===== src/rtl/stream_demux_pkg.sv =====
// Shared types and helpers for the 1-to-N stream demultiplexer.
// Optional auto-select build: STREAM_DEMUX_AUTO_SEL_EN.
package stream_demux_pkg;

    localparam int DCW_DEF = 8;

    typedef enum logic {
        EMPTY = 1'b0,
        FULL  = 1'b1
    } chan_state_e;

    function automatic int sel_w(input int n);
        if (n <= 2) begin
            return 1;
        end
        return $clog2(n);
    endfunction

endpackage


===== src/rtl/stream_demux_chan.sv =====
// One-entry holding register for a single output channel.
// Data stays stable while valid until the consumer takes it.
module stream_demux_chan
    import stream_demux_pkg::*;
#(
    parameter int W = 8
) (
    input  logic         clk,
    input  logic         rst_n,
    input  logic         wr_en_i,
    input  logic [W-1:0] wr_data_i,
    input  logic         rd_ready_i,
    output logic         valid_o,
    output logic [W-1:0] data_o,
    output logic         wr_rdy_o
);

    chan_state_e  state_q;
    logic [W-1:0] data_q;

    always_ff @(posedge clk or negedge rst_n) begin
        if (!rst_n) begin
            state_q <= EMPTY;
            data_q  <= '0;
        end else begin
            unique case (state_q)
                EMPTY: begin
                    if (wr_en_i) begin
                        state_q <= FULL;
                        data_q  <= wr_data_i;
                    end
                end
                FULL: begin
                    // a write on the drain edge refills in place
                    if (wr_en_i) begin
                        data_q <= wr_data_i;
                    end else if (rd_ready_i) begin
                        state_q <= EMPTY;
                    end
                end
                default: begin
                    state_q <= EMPTY;
                end
            endcase
        end
    end

    assign valid_o  = (state_q == FULL);
    assign data_o   = data_q;
    assign wr_rdy_o = (state_q == EMPTY) || rd_ready_i;

endmodule


===== src/rtl/stream_demux1ton.sv =====
// Registered 1-to-N valid/ready stream demultiplexer with drop counting.
// Define STREAM_DEMUX_AUTO_SEL_EN for round-robin destination (adds cur_sel).
module stream_demux1ton
    import stream_demux_pkg::*;
#(
    parameter  int N   = 4,
    parameter  int W   = 8,
    parameter  int DCW = DCW_DEF,
    localparam int SW  = sel_w(N)
) (
    input  logic           clk,
    input  logic           rst_n,
    input  logic [W-1:0]   in_data,
    input  logic [SW-1:0]  in_sel,
    input  logic           in_valid,
    output logic           in_ready,
    output logic [N*W-1:0] out_data,
    output logic [N-1:0]   out_valid,
    input  logic [N-1:0]   out_ready,
`ifdef STREAM_DEMUX_AUTO_SEL_EN
    output logic [SW-1:0]  cur_sel,
`endif
    output logic [DCW-1:0] drop_cnt,
    output logic           sel_err
);

    logic [SW-1:0]  sel;
    logic           sel_ok;
    logic [N-1:0]   chan_rdy;
    logic [N-1:0]   hit;
    logic [N-1:0]   wr_en;
    logic           tgt_rdy;
    logic           accept;
    logic           drop;
    logic [DCW-1:0] drop_cnt_q;
    logic [DCW-1:0] drop_cnt_d;
    logic           sel_err_q;

`ifdef STREAM_DEMUX_AUTO_SEL_EN
    logic [SW-1:0] cnt_q;
    logic [SW-1:0] cnt_d;
    logic          unused_sel;

    assign unused_sel = ^in_sel;
    assign sel        = cnt_q;
    assign sel_ok     = 1'b1;
    assign cur_sel    = cnt_q;

    always_comb begin
        cnt_d = cnt_q;
        if (accept) begin
            cnt_d = (cnt_q == SW'(N - 1)) ? '0 : cnt_q + SW'(1);
        end
    end

    always_ff @(posedge clk or negedge rst_n) begin
        if (!rst_n) begin
            cnt_q <= '0;
        end else begin
            cnt_q <= cnt_d;
        end
    end
`else
    assign sel    = in_sel;
    assign sel_ok = 32'(in_sel) < 32'(N);
`endif

    // out-of-range selects match no channel and are always ready
    always_comb begin
        hit     = '0;
        tgt_rdy = 1'b1;
        for (int k = 0; k < N; k++) begin
            if (sel_ok && (sel == SW'(k))) begin
                hit[k]  = 1'b1;
                tgt_rdy = chan_rdy[k];
            end
        end
    end

    assign in_ready = rst_n && tgt_rdy;
    assign accept   = in_valid && in_ready;
    assign wr_en    = hit & {N{accept}};
    assign drop     = accept && !sel_ok;

    always_comb begin
        drop_cnt_d = drop_cnt_q;
        if (drop && !(&drop_cnt_q)) begin
            drop_cnt_d = drop_cnt_q + DCW'(1);
        end
    end

    always_ff @(posedge clk or negedge rst_n) begin
        if (!rst_n) begin
            drop_cnt_q <= '0;
            sel_err_q  <= 1'b0;
        end else begin
            drop_cnt_q <= drop_cnt_d;
            sel_err_q  <= drop;
        end
    end

    assign drop_cnt = drop_cnt_q;
    assign sel_err  = sel_err_q;

    for (genvar k = 0; k < N; k++) begin : g_chan
        stream_demux_chan #(
            .W(W)
        ) u_chan (
            .clk       (clk),
            .rst_n     (rst_n),
            .wr_en_i   (wr_en[k]),
            .wr_data_i (in_data),
            .rd_ready_i(out_ready[k]),
            .valid_o   (out_valid[k]),
            .data_o    (out_data[k*W +: W]),
            .wr_rdy_o  (chan_rdy[k])
        );
    end

endmodule


===== config.mk =====
export PLATFORM = sky130hd
export DESIGN_NAME = stream_demux1ton
export DESIGN_NICKNAME = d
export VERILOG_FILES = /design/src/rtl/stream_demux_pkg.sv /design/src/rtl/stream_demux_chan.sv /design/src/rtl/stream_demux1ton.sv
export SDC_FILE = /design/constraint.sdc
export NUM_CORES = 1
export LEC_CHECK = 0
export ABC_AREA = 1
export BUFFER_PORTS_ARGS = -buffer_cell sky130_fd_sc_hd__buf_2
export CORE_MARGIN = 2
export CORE_UTILIZATION = 45
export CTS_BUF_LIST = sky130_fd_sc_hd__clkbuf_8
export CTS_CLUSTER_SIZE = 16
export DETAILED_ROUTE_END_ITERATION = 12
export PLACE_DENSITY = 0.75
export SYNTH_ARGS = -nofsm -noshare
export SYNTH_HDL_FRONTEND = slang
export SYNTH_HIERARCHICAL = 1
export SYNTH_SLANG_ARGS = --single-unit

===== constraint.sdc =====
create_clock -name clk -period 3.2 [get_ports clk]
set_clock_uncertainty 0.1 [all_clocks]
set_input_delay 0.16 -clock clk [delete_from_list [all_inputs] [get_ports clk]]
set_output_delay 0.16 -clock clk [all_outputs]
set_load 0.05 [all_outputs]

# Yosys cells after proc, flatten, opt, wreduce, memory -nomap -nowiden
# Index checks and enable logic that the tools add are counted.
# word_totals
regBits,36
word_cells,51
out_inout_bits,46
input_bits,17
# classes
eq_ne,3
mux,28
reduce_logical,7
bitwise_logic,5
# ops
op,count
$mux W8,4
$mux W1,20
$pmux W1 S2,4
$and A4 B4 Y4,1
$eq A2 B2 Y1 const B,2
$logic_or A1 B1 Y1,4
$not A1 Y1,4
$eq A2 B1 Y1 const B,1
$logic_and A1 B1 Y1,2
$logic_not A2 Y1,1

# Depth between registers and ports, before layout
# depth
word_depth,11
depth_mapped,12
ltp_nobuf,11

# Cells and area by module
# The synthesis kept the hierarchy.
# modules_own_cells
mod,seq_area_each_um2,cells_per_inst,n_inst,area_each_um2
stream_demux_chan,225.2,38,4,341.6
stream_demux1ton,0.0,31,1,167.7

# Least setup slack after synthesis
# OpenSTA, ideal clock, no wires.
# synth_path
kind,register to register
startpoint,reg g_chan[2].u_chan.state_q
endpoint,reg g_chan[0].u_chan.data_q[0]
slack_ps,1533
setup_time_ps,119
period_less_slack_ps,1667
required_time_ps,2981
t_arrival_ps,1448
path_stages_with_launch,12
n_path_buf,1
path_cell_list,dfrtp_1 > nand2_1 > inv_1 > nand3_1 > nand2_1 > nor2_2 > nand3_2 > nor2_1 > buf_6 > inv_2 > nand2_1 > nand2_1
# synth_via
elab_chain_cells,7
# synth_rtl
item,line_no,rtl
from (decl),stream_demux_chan.sv:18,chan_state_e state_q;
from (signal assigned),stream_demux_chan.sv:23,state_q <= EMPTY;
from (signal assigned),stream_demux_chan.sv:29,state_q <= FULL;
from (signal assigned),stream_demux_chan.sv:38,state_q <= EMPTY;
$not A1 Y1,n/a,
$logic_or A1 B1 Y1,stream_demux_chan.sv:50,assign wr_rdy_o = (state_q == EMPTY) || rd_ready_i;
net chan_rdy[2],stream_demux1ton.sv:29,logic [N-1:0] chan_rdy;
$mux W1 (2 in a row),stream_demux1ton.sv:73,if (sel_ok && (sel == SW'(k))) begin
$logic_and A1 B1 Y1,stream_demux1ton.sv:80,assign in_ready = rst_n && tgt_rdy;
$logic_and A1 B1 Y1,stream_demux1ton.sv:81,assign accept = in_valid && in_ready;
$and A4 B4 Y4,stream_demux1ton.sv:82,assign wr_en = hit & {N{accept}};
net wr_en[0],stream_demux1ton.sv:31,logic [N-1:0] wr_en;
to (signal assigned),stream_demux_chan.sv:30,data_q <= wr_data_i;
to (signal assigned),stream_demux_chan.sv:36,data_q <= wr_data_i;
to (decl),stream_demux_chan.sv:19,logic [W-1:0] data_q;
# The timed path passes the listed nets, and every way through them passes these cells.
# A chain may end at the register's enable or synchronous reset.

# Final worst setup path
# layout_path
startpoint,reg g_chan[0].u_chan.state_q
endpoint,reg g_chan[3].u_chan.data_q[2]
# layout_via
elab_chain_cells,9
# layout_rtl
item,line_no
from (decl),stream_demux_chan.sv:18
from (signal assigned),stream_demux_chan.sv:23
from (signal assigned),stream_demux_chan.sv:29
from (signal assigned),stream_demux_chan.sv:38
$not A1 Y1,n/a
$logic_or A1 B1 Y1,stream_demux_chan.sv:50
net chan_rdy[0],stream_demux1ton.sv:29
$mux W1 (4 in a row),stream_demux1ton.sv:73
$logic_and A1 B1 Y1,stream_demux1ton.sv:80
$logic_and A1 B1 Y1,stream_demux1ton.sv:81
$and A4 B4 Y4,stream_demux1ton.sv:82
net wr_en[3],stream_demux1ton.sv:31
to (signal assigned),stream_demux_chan.sv:30
to (signal assigned),stream_demux_chan.sv:36
to (decl),stream_demux_chan.sv:19
# The timed path passes the listed nets, and every way through them passes these cells.

==> results.py <==
metrics = {
    "status": {
        "outcome": "finished clean",
    },
    "place": {
        "gp_congestion": 0.880,
        "io_buffers": 53,
        "hpwl_um": 2540,
    },
    "pwr": {
        "power_leakage_nw": 1.18,
        "comb_power_share_pct": 35.5,
        "peakVddDrop_uv": 357,
        "powerDensity_nw_per_um2": 789,
        "total_power_mw": 1.50,
        "p_clk_share_pct": 25.6,
        "intPower_uw": 867,
        "p_seq_share_pct": 38.9,
        "p_switching_uw": 632,
        "swShare_pct": 42.2,
    },
    "floorplan": {
        "io_pins": 63,
        "dieArea_um2": 3890,
        "initial_core_util_pct": 46.3,
        "rows": 21,
        "die_w_um": 62.4,
        "core_area_um2": 3310,
        "die_h_um": 62.4,
    },
    "sta": {
        "relSlewSlack_pct": 57.2,
        "rsz0062_at_grt": "false",
        "slew_violations": 0,
        "worst_slew_pin_slew_ns": 0.640,
        "fin_crit_sh_pct": 60.1,
        "setup_tns_ns": 0,
        "max_freq_mhz": 520,
        "setup_viol": 0,
        "hold_violations": 0,
        "fin_crit_ns": 1.92,
    },
    "drt": {
        "drt_wl_total_um": 3410,
        "num_vias": 1265,
        "drtIter0Drc": 49,
        "routedWlPerCell_um": 11.9,
        "first_pass_iters": 4,
        "via_per_inst": 4.41,
        "drc": 0,
        "antenna_left": 0,
    },
    "critical_path": {
        "worstPathRequired_ns": 3.27,
        "crit_type": "flip-flop to flip-flop",
        "crit_arrival_ns": 2.00,
        "worst-path-max-fanout": 9,
        "critPathLaunchType": "flip-flop",
        "cp-end-kind": "flip-flop",
    },
    "clock_tree": {
        "cts_resized": 0,
        "clock_sinks": 36,
        "clk_pin_slew_worst_paths_ns": 0.07,
        "htreeDepth": 2,
        "cts_tree": "built",
        "cts_buffers": 5,
        "clock_path_buffers": 2,
        "clock_latency_ns": 0.29,
        "cts_root_buf": "clkbuf_8",
    },
    "final_layout": {
        "antenna_cells": 0,
        "n_fill_cell": 333,
        "layout_commonest_cell": "nand2_1",
        "nNetsFinal": 257,
        "synthToLayoutAreaGrowth_pct": 23.8,
        "mostFrequentLayoutCells": "nand2_1 (109), buf_2 (53), dfrtp_1 (36)",
        "drive_above_1_share_pct": 28.2,
    },
    "synth": {
        "netlist_instances": 183,
        "synthTopCellsByArea": "dfrtp_1 (59%), nand2_1 (27%), buf_4 (4.4%), buf_6 (2.9%), inv_1 (2.2%)",
        "ys_seq_area_share_pct": 58.7,
        "synth_top_area_cell": "dfrtp_1",
        "synth_seq_cells": 36,
        "ys_types": 13,
        "synth_top_area_share_pct": 58.7,
        "avgSynthCellArea_um2": 8.38,
        "syn-cell-area_um2": 1530,
        "ys_warn_count": 6,
    },
    "min_path": {
        "hp-class": "input pin to flip-flop",
    },
    "global_routing": {
        "overflow": 0,
        "grt_max_degree": 37,
        "grt_pass1_wl_um": 5580,
        "grt_pass1_vias": 1150,
        "grtUsageTotal_pct": 18.7,
        "antenna_found_initial": 0,
    },
    "run": {
        "drv_cap": 0,
    },
}
-- what timing repair did --
item | 4_1_cts | 5_1_grt
hold buffers | 1 | 0
endpoints found under the hold margin | 36 | 0
buffers inserted | 0 | 0
-- metal layers --
layer	global-route usage (%)	vias up	share of wire, %
li1	-	636	-
met1	27.5	564	48
met2	25.4	57	42
met3	6.49	8	8.6
met4	7.22	0	1.7
met5	0	-	0
-- area by class of cell --
cell class	count	area, um2	area share [%]
clock inverter	3	38.8	2.04
sequential	36	901	47.4
timing repair buffer	55	283	14.9
tap	46	57.6	3.03
clock buffer	5	68.8	3.62
multi-input combinational	129	502	26.4
inverter	13	48.8	2.57
-- synth_stat cells, drive strengths merged --
cell / instances
nand2: 109
and2: 1
conb: 1
inv: 13
o21a: 1
dfrtp: 36
nand3: 2
nor2: 7
buf: 13
-- path summary, 6_finish.rpt --
path                                       startpoint  depth (start not counted)                         end  slack [ns]
setup / recovery             g_chan[0].u_chan/valid_o                         10  g_chan[3].u_chan/data_o[2]        1.28
hold / removal                           out_ready[2]                          4    g_chan[2].u_chan/valid_o        0.02
setup reg to reg             g_chan[0].u_chan/valid_o                         10  g_chan[3].u_chan/data_o[2]        1.28
hold reg to reg            g_chan[1].u_chan/data_o[5]                          2  g_chan[1].u_chan/data_o[5]        0.37
max in group asynchronous                       rst_n                          3  g_chan[0].u_chan/data_o[0]        2.29
min in group asynchronous                       rst_n                          3  g_chan[2].u_chan/data_o[1]        0.40
-- flip-flops by register name, summed over array words and instances, names as in the netlist --
name,flops
g_chan.u_chan/valid_o,4
g_chan.u_chan/data_o,32
-- metrics by stage --
stage          hold WS, ns  setup slack [ns]  area [um2]  utilization, %  std cells
2_1_floorplan       -0.236              1.53        1560               -        191
3_3_place_gp         0.167              1.34        1780            53.8        278
3_5_place_dp         0.178              1.28        1780            53.8        278
4_1_cts             0.0176              1.27        1900            57.4        287
5_1_grt             0.0314              1.08        1900            57.4        287
6_report            0.0195              1.28        1900            57.4        287
-- power groups by stage --
stage,clock network (mW),registers (mW),logic (mW)
floorplan,0,0.885,0.111
global placement,0,0.590,0.527
detailed placement,0,0.590,0.534
CTS,0.391,0.583,0.537
global route,0.417,0.593,0.563
finish,0.384,0.583,0.533
-- cells by family (layout without fill, tap and decap cells) --
logic type             count (synthesis)  after routing  share of synthesized area (%)
flip-flops                            36             36                           58.7
AO/OA/AOI/OAI                          1              1                          0.490
buffers and inverters                 26             76                           10.5
other                                  1              9                          0.244
AND/OR/NAND/NOR                      119            119                           30.0
-- worst max-delay path: stages, from the launching register on --
cell and delay [ns]:
dfrtp_1 0.38, nand2_1 0.09, inv_1 0.04, nand2_1 0.05, nand2_1 0.06, nor2_2 0.11, nand3_2 0.10, nor2_1 0.51
inv_2 0.21, nand2_1 0.10, nand2_1 0.05
Power figures use the tool's default switching activity.
